## src/rtl/uart_pkg.sv

```systemverilog
`default_nettype none
// Shared UART definitions: one bit-rate default and the transmitter state set,
// so the receiver and the buffered transmitter always agree.
package uart_pkg;

  localparam int UART_DATA_BITS        = 8;
  localparam int UART_CLK_PER_HALF_BIT = 5208;

  typedef enum logic [1:0] {
    S_IDLE  = 2'd0,
    S_START = 2'd1,
    S_DATA  = 2'd2,
    S_STOP  = 2'd3
  } tx_state_t;

endpackage
`default_nettype wire

```

## src/rtl/uart_tx_fifo.sv

```systemverilog
`default_nettype none
// Synchronous first-word fall-through FIFO; dout shows the head whenever not empty.
// Pushes while full and pops while empty are ignored.
module uart_tx_fifo #(
  parameter int DEPTH = 16,
  parameter int WIDTH = 8
) (
  input  logic                   clk,
  input  logic                   rstn,
  input  logic                   push,
  input  logic [WIDTH-1:0]       din,
  input  logic                   pop,
  output logic [WIDTH-1:0]       dout,
  output logic [$clog2(DEPTH):0] count,
  output logic                   full,
  output logic                   empty
);

  localparam int AW = $clog2(DEPTH);
  localparam logic [AW:0] COUNT_FULL = (AW+1)'(DEPTH);

  logic [WIDTH-1:0] mem [DEPTH];
  logic [AW-1:0]    rd_ptr;
  logic [AW-1:0]    wr_ptr;
  logic             do_push;
  logic             do_pop;

  assign full    = (count == COUNT_FULL);
  assign empty   = (count == '0);
  assign do_push = push & ~full;
  assign do_pop  = pop & ~empty;
  assign dout    = mem[rd_ptr];

  // Storage carries no reset; validity is tracked entirely by the pointers and count.
  always_ff @(posedge clk) begin
    if (do_push) mem[wr_ptr] <= din;
  end

  always_ff @(posedge clk or negedge rstn) begin
    if (!rstn) begin
      rd_ptr <= '0;
      wr_ptr <= '0;
      count  <= '0;
    end else begin
      if (do_push) wr_ptr <= wr_ptr + 1'b1;
      if (do_pop)  rd_ptr <= rd_ptr + 1'b1;
      case ({do_push, do_pop})
        2'b10:   count <= count + 1'b1;
        2'b01:   count <= count - 1'b1;
        default: count <= count;
      endcase
    end
  end

endmodule
`default_nettype wire

```

## src/rtl/uart_tx_buffered.sv

```systemverilog
`default_nettype none
// Buffered 8N1 UART transmitter: bytes queue in a FIFO and are serialised
// back-to-back on txd at 2*CLK_PER_HALF_BIT clocks per bit.
module uart_tx_buffered
  import uart_pkg::*;
#(
  parameter int CLK_PER_HALF_BIT = UART_CLK_PER_HALF_BIT,
  parameter int FIFO_DEPTH       = 16
) (
  input  logic                        clk,
  input  logic                        rstn,
  input  logic [UART_DATA_BITS-1:0]   wdata,
  input  logic                        wvalid,
  output logic                        wready,
  output logic                        txd,
  output logic                        busy,
  output logic [$clog2(FIFO_DEPTH):0] fifo_count
);

  localparam int BIT_CLKS = 2 * CLK_PER_HALF_BIT;
  localparam int CNT_W    = $clog2(BIT_CLKS);
  localparam int IDX_W    = $clog2(UART_DATA_BITS);
  localparam logic [CNT_W-1:0] CNT_LAST = CNT_W'(BIT_CLKS - 1);
  localparam logic [IDX_W-1:0] IDX_LAST = IDX_W'(UART_DATA_BITS - 1);

  tx_state_t                 state;
  logic [CNT_W-1:0]          cnt;
  logic [IDX_W-1:0]          bit_idx;
  logic [UART_DATA_BITS-1:0] shreg;
  logic [UART_DATA_BITS-1:0] fifo_dout;
  logic                      fifo_full;
  logic                      fifo_empty;
  logic                      bit_end;
  logic                      pop;

  uart_tx_fifo #(
    .DEPTH (FIFO_DEPTH),
    .WIDTH (UART_DATA_BITS)
  ) u_fifo (
    .clk   (clk),
    .rstn  (rstn),
    .push  (wvalid & wready),
    .din   (wdata),
    .pop   (pop),
    .dout  (fifo_dout),
    .count (fifo_count),
    .full  (fifo_full),
    .empty (fifo_empty)
  );

  assign wready  = ~fifo_full;
  assign busy    = (state != S_IDLE) | ~fifo_empty;
  assign bit_end = (cnt == CNT_LAST);
  // Loading from the stop bit straight into the next start bit removes any idle gap.
  assign pop     = ~fifo_empty & ((state == S_IDLE) | ((state == S_STOP) & bit_end));

  always_ff @(posedge clk or negedge rstn) begin
    if (!rstn) begin
      state   <= S_IDLE;
      cnt     <= '0;
      bit_idx <= '0;
      shreg   <= '0;
      txd     <= 1'b1;
    end else begin
      cnt <= ((state == S_IDLE) || bit_end) ? '0 : cnt + 1'b1;
      case (state)
        S_IDLE: begin
          txd <= 1'b1;
          if (pop) begin
            shreg   <= fifo_dout;
            bit_idx <= '0;
            txd     <= 1'b0;
            state   <= S_START;
          end
        end
        S_START: begin
          if (bit_end) begin
            bit_idx <= '0;
            txd     <= shreg[0];
            state   <= S_DATA;
          end
        end
        S_DATA: begin
          if (bit_end) begin
            shreg <= shreg >> 1;
            if (bit_idx == IDX_LAST) begin
              txd   <= 1'b1;
              state <= S_STOP;
            end else begin
              bit_idx <= bit_idx + 1'b1;
              txd     <= shreg[1];
            end
          end
        end
        S_STOP: begin
          if (bit_end) begin
            if (pop) begin
              shreg   <= fifo_dout;
              bit_idx <= '0;
              txd     <= 1'b0;
              state   <= S_START;
            end else begin
              state <= S_IDLE;
            end
          end
        end
        default: state <= S_IDLE;
      endcase
    end
  end

endmodule
`default_nettype wire
```

## config.mk

```make
export PLATFORM = sky130hd
export DESIGN_NAME = uart_tx_buffered
export DESIGN_NICKNAME = d
export VERILOG_FILES = /design/src/rtl/uart_pkg.sv /design/src/rtl/uart_tx_fifo.sv /design/src/rtl/uart_tx_buffered.sv
export SDC_FILE = /design/constraint.sdc
export NUM_CORES = 1
export LEC_CHECK = 0
export ABC_AREA = 1
export CORE_ASPECT_RATIO = 1.4
export CORE_UTILIZATION = 45
export CTS_CLUSTER_DIAMETER = 60
export CTS_CLUSTER_SIZE = 8
export DETAILED_ROUTE_END_ITERATION = 8
export PLACE_DENSITY = 0.67
export SLEW_MARGIN = 10
export SYNTH_ARGS = -nofsm -noshare
export SYNTH_HDL_FRONTEND = slang
export SYNTH_SLANG_ARGS = --single-unit
```

## constraint.sdc

```tcl
create_clock -name clk -period 3 [get_ports clk]
set_input_delay 0.9 -clock clk [delete_from_list [all_inputs] [get_ports clk]]
set_output_delay 0.9 -clock clk [all_outputs]
set_load 0.02 [all_outputs]
```

==> flow_metrics.py, run 1 <==
metrics = {
    "outcome": {
        "status": "finished clean",
    },
    "finish": {
        "n_antenna_cell": 0,
        "areaGrowthSynthToFinish_pct": 14.6,
        "multi_input_area_um2": 2350,
        "final_nets": 880,
        "seq_area_um2": 4870,
        "fin_util_pct": 53.1,
        "drive_gt1_share_pct": 8.80,
        "fillers": 1525,
        "stdcell_count": 1096,
    },
    "yosys": {
        "synth_warnings": 0,
        "async_flop_share_pct": 24.3,
        "synthMuxAreaShare_pct": 0,
        "synth_edf_count": 128,
        "yosys-top-cells-area": "edfxtp_1 (49%), dfrtp_1 (13%), nand2_1 (12%)",
        "synth_area_um2": 7820,
        "synth_top_family_by_area": "simple AND/OR/NAND/NOR gates",
        "synth_compound_area_share_pct": 2.45,
        "ys_seq_area_share_pct": 62.3,
        "netlist.area_leader.share_pct": 49.1,
        "syn_avg_cell_area_um2": 9.60,
        "yosysMostFrequentCell": "nand2_1",
        "ys_seq_elements": 169,
        "synth_nets": 844,
        "synth_top_area_cell": "edfxtp_1",
        "synth-xor-area-share_pct": 1.12,
        "syn-instance-count": 815,
        "synthFlopType": "edfxtp_1",
        "yosys.area_share.simple_pct": 23.3,
        "synth_commonest_cells": "nand2_1 (255), edfxtp_1 (128), inv_1 (126)",
        "yosysUniqueCellTypes": 35,
        "synthAdderAreaFrac_pct": 2.98,
    },
    "power": {
        "comb_power_share_pct": 12.4,
        "p_switching_w": 0.00156,
        "power.density_nw_per_um2": 632,
        "irDropWorstVdd_uv": 417,
        "internal-power_w": 0.00411,
        "switching_share_pct": 27.5,
        "power.share.clock_pct": 37.3,
        "p_leak_nw": 4.05,
        "pwr-share-seq_pct": 50.3,
    },
    "timing": {
        "tightest_slew_ns": 0.776,
        "finalWorstSetupSlack_ns": 0.179,
        "final-max-slew-violation-count": 0,
        "hold_violations": 0,
        "finalSetupTns_ns": 0,
        "slew_headroom_pct": 48.3,
        "period_share_pct": 94.0,
        "clock_skew_ns": 0.0164,
        "fmax_mhz": 355,
        "layout_min_cycle_time_ns": 2.82,
        "setup_violations": 0,
        "rsz0062_at_grt": "false",
    },
    "routing": {
        "drt_iter0_markers": 427,
        "ant_nets": 0,
        "wl_um": 17200,
        "post_drt_wl_per_cell_um": 15.7,
        "via_count": 5470,
        "drc": 0,
        "vias_per_cell": 4.99,
        "dr.pass1.iters": 5,
    },
    "critical_path": {
        "arrival_ns": 1.92,
        "critPathRequiredTime_ns": 2.10,
        "path_max_fanout": 5,
        "setup.worst_path.start_class": "flop",
        "crit_path_end_kind": "output port",
        "critPathKind": "reg2out",
    },
    "global_routing": {
        "grt_pass1_wl_um": 27500,
        "grt-ovfl-total": 0,
        "grt_use_total_pct": 20.6,
        "grt_pass1_vias": 5375,
        "antenna_found_initial": 0,
        "grt_max_degree": 70,
    },
    "floorplan": {
        "dieArea_um2": 17900,
        "rows": 56,
        "coreArea_um2": 16900,
        "io_pins": 19,
        "die_h_um": 158,
        "die_w_um": 113,
        "start_util_pct": 46.3,
    },
    "clocking": {
        "cts_sinks": 169,
        "postCtsSetupBuffers": 0,
        "post_cts_resized": 1,
        "cts_tree": "done",
        "path_clk_slew_ns": 0.07,
        "cts-htree-levels": 4,
        "cts-hold-fix-buffers": 0,
        "cts-buffers-inserted": 17,
        "cts-root-buf": "clkbuf_16",
        "clk_latency_ns": 0.43,
        "clock_path_buffers": 2,
    },
    "placement": {
        "gp_congestion": 0.812,
        "post-place-cells": 1064,
        "dp_slack_ns": 0.101,
        "io_buffers": 18,
        "dp_hpwl_um": 10700,
    },
    "min_path": {
        "hp-class": "reg2reg",
    },
    "job": {
        "cap_violations": 0,
    },
}
## power by group through the flow
stage | clock, W | combinational [W] | sequential (W)
CTS | 0.00216 | 0.000709 | 0.00285
detailed placement | 0 | 0.000703 | 0.00290
finish | 0.00212 | 0.000702 | 0.00285
global placement | 0 | 0.000690 | 0.00289
floorplan | 0 | 0.000365 | 0.00292
global route | 0.00225 | 0.000784 | 0.00287
## critical path, stage by stage (launching register included)
cell,delay (ns)
dfrtp_1,0.40
inv_1,0.15
ha_1,0.18
inv_1,0.11
or2_2,0.33
dlygate4sd2_1,0.33
## worst paths after layout
| check | start | endpoint | slack, ns | cells past startpoint |
|---|---|---|---|---|
| hold reg to reg | cnt[0] | cnt[0] | 0.47 | 1 |
| hold / removal | cnt[0] | cnt[0] | 0.47 | 1 |
| max in group asynchronous | rstn | txd | 1.80 | 2 |
| setup / recovery | state[1] | busy | 0.18 | 5 |
| min in group asynchronous | rstn | cnt[6] | 0.49 | 1 |
| setup reg to reg | cnt[0] | u_fifo.count[4] | 0.33 | 16 |
## through the flow
step	hold slack (ns)	cell area [um^2]	power (W)
2_1_floorplan	0.433	7820	0.00328
3_3_place_gp	0.447	8380	0.00358
3_5_place_dp	0.456	8380	0.00360
4_1_cts	0.465	8950	0.00572
5_1_grt	0.471	8970	0.00590
6_report	0.466	8970	0.00567
## per-layer routing
layer	GRT usage [%]	share of wire, %	vias up
met5	0	0	-
met4	9.96	3.7	0
met3	3.75	5.0	45
met2	36.4	51	159
met1	24.2	41	2578
li1	-	-	2688
## layout make-up
class	instances	area share [%]
Clock buffer	17	4.74
Clock inverter	15	1.70
Inverter	130	5.44
Multi-Input combinational cell	488	26.2
Sequential cell	169	54.3
Tap cell	232	3.24
Timing Repair Buffer	45	4.34
## cell families (layout without fill, tap and decap cells)
group	count (synthesis)	after routing
AO/OA/AOI/OAI	33	33
XOR/XNOR	10	10
adder cells (fa/ha/maj)	18	18
buffers and inverters	158	207
flip-flops	169	169
AND/OR/NAND/NOR	427	427
## registers in the layout, indices dropped and copies added, names as in the netlist
register,flops
u_fifo.mem,128
u_fifo.rd_ptr,4
shreg,8
txd,1
cnt,14
u_fifo.count,5
u_fifo.wr_ptr,4
state,2
bit_idx,3
## cell usage in the layout, fill, tap and decap left out, drive strengths merged
master,synthesis,routed
o21ai,16,16
a21boi,1,1
a21oi,11,11
nor2,41,41
nand4,3,3
clkinv,2,7
nor3b,5,5
buf,20,28
clkdlybuf4s50,0,16
clkbuf,8,17
nor3,6,6
ha,17,17
dfrtp,40,40
clkinvlp,0,2
nand3b,1,1
o21bai,1,1
o21a,1,1
nand2,261,261
dfstp,1,1
xor2,7,7
nand3,108,108
fa,1,1
or2,2,2
inv,128,136
edfxtp,128,128
o211ai,3,3
xnor2,3,3
dlygate4sd2,0,1
No activity file was read; power rests on OpenSTA's default activity.
==> run 2: changes to the inputs <==
--- a/config.mk
+++ b/config.mk
@@ -6,6 +6,7 @@
 export NUM_CORES = 1
 export LEC_CHECK = 0
 export ABC_AREA = 1
+export ABC_CLOCK_PERIOD_IN_PS = 3000
 export CORE_ASPECT_RATIO = 1.4
 export CORE_UTILIZATION = 45
 export CTS_CLUSTER_DIAMETER = 60
==> results of run 2 <==
The final DEF is identical to that of run 1; final timing and power are the same.
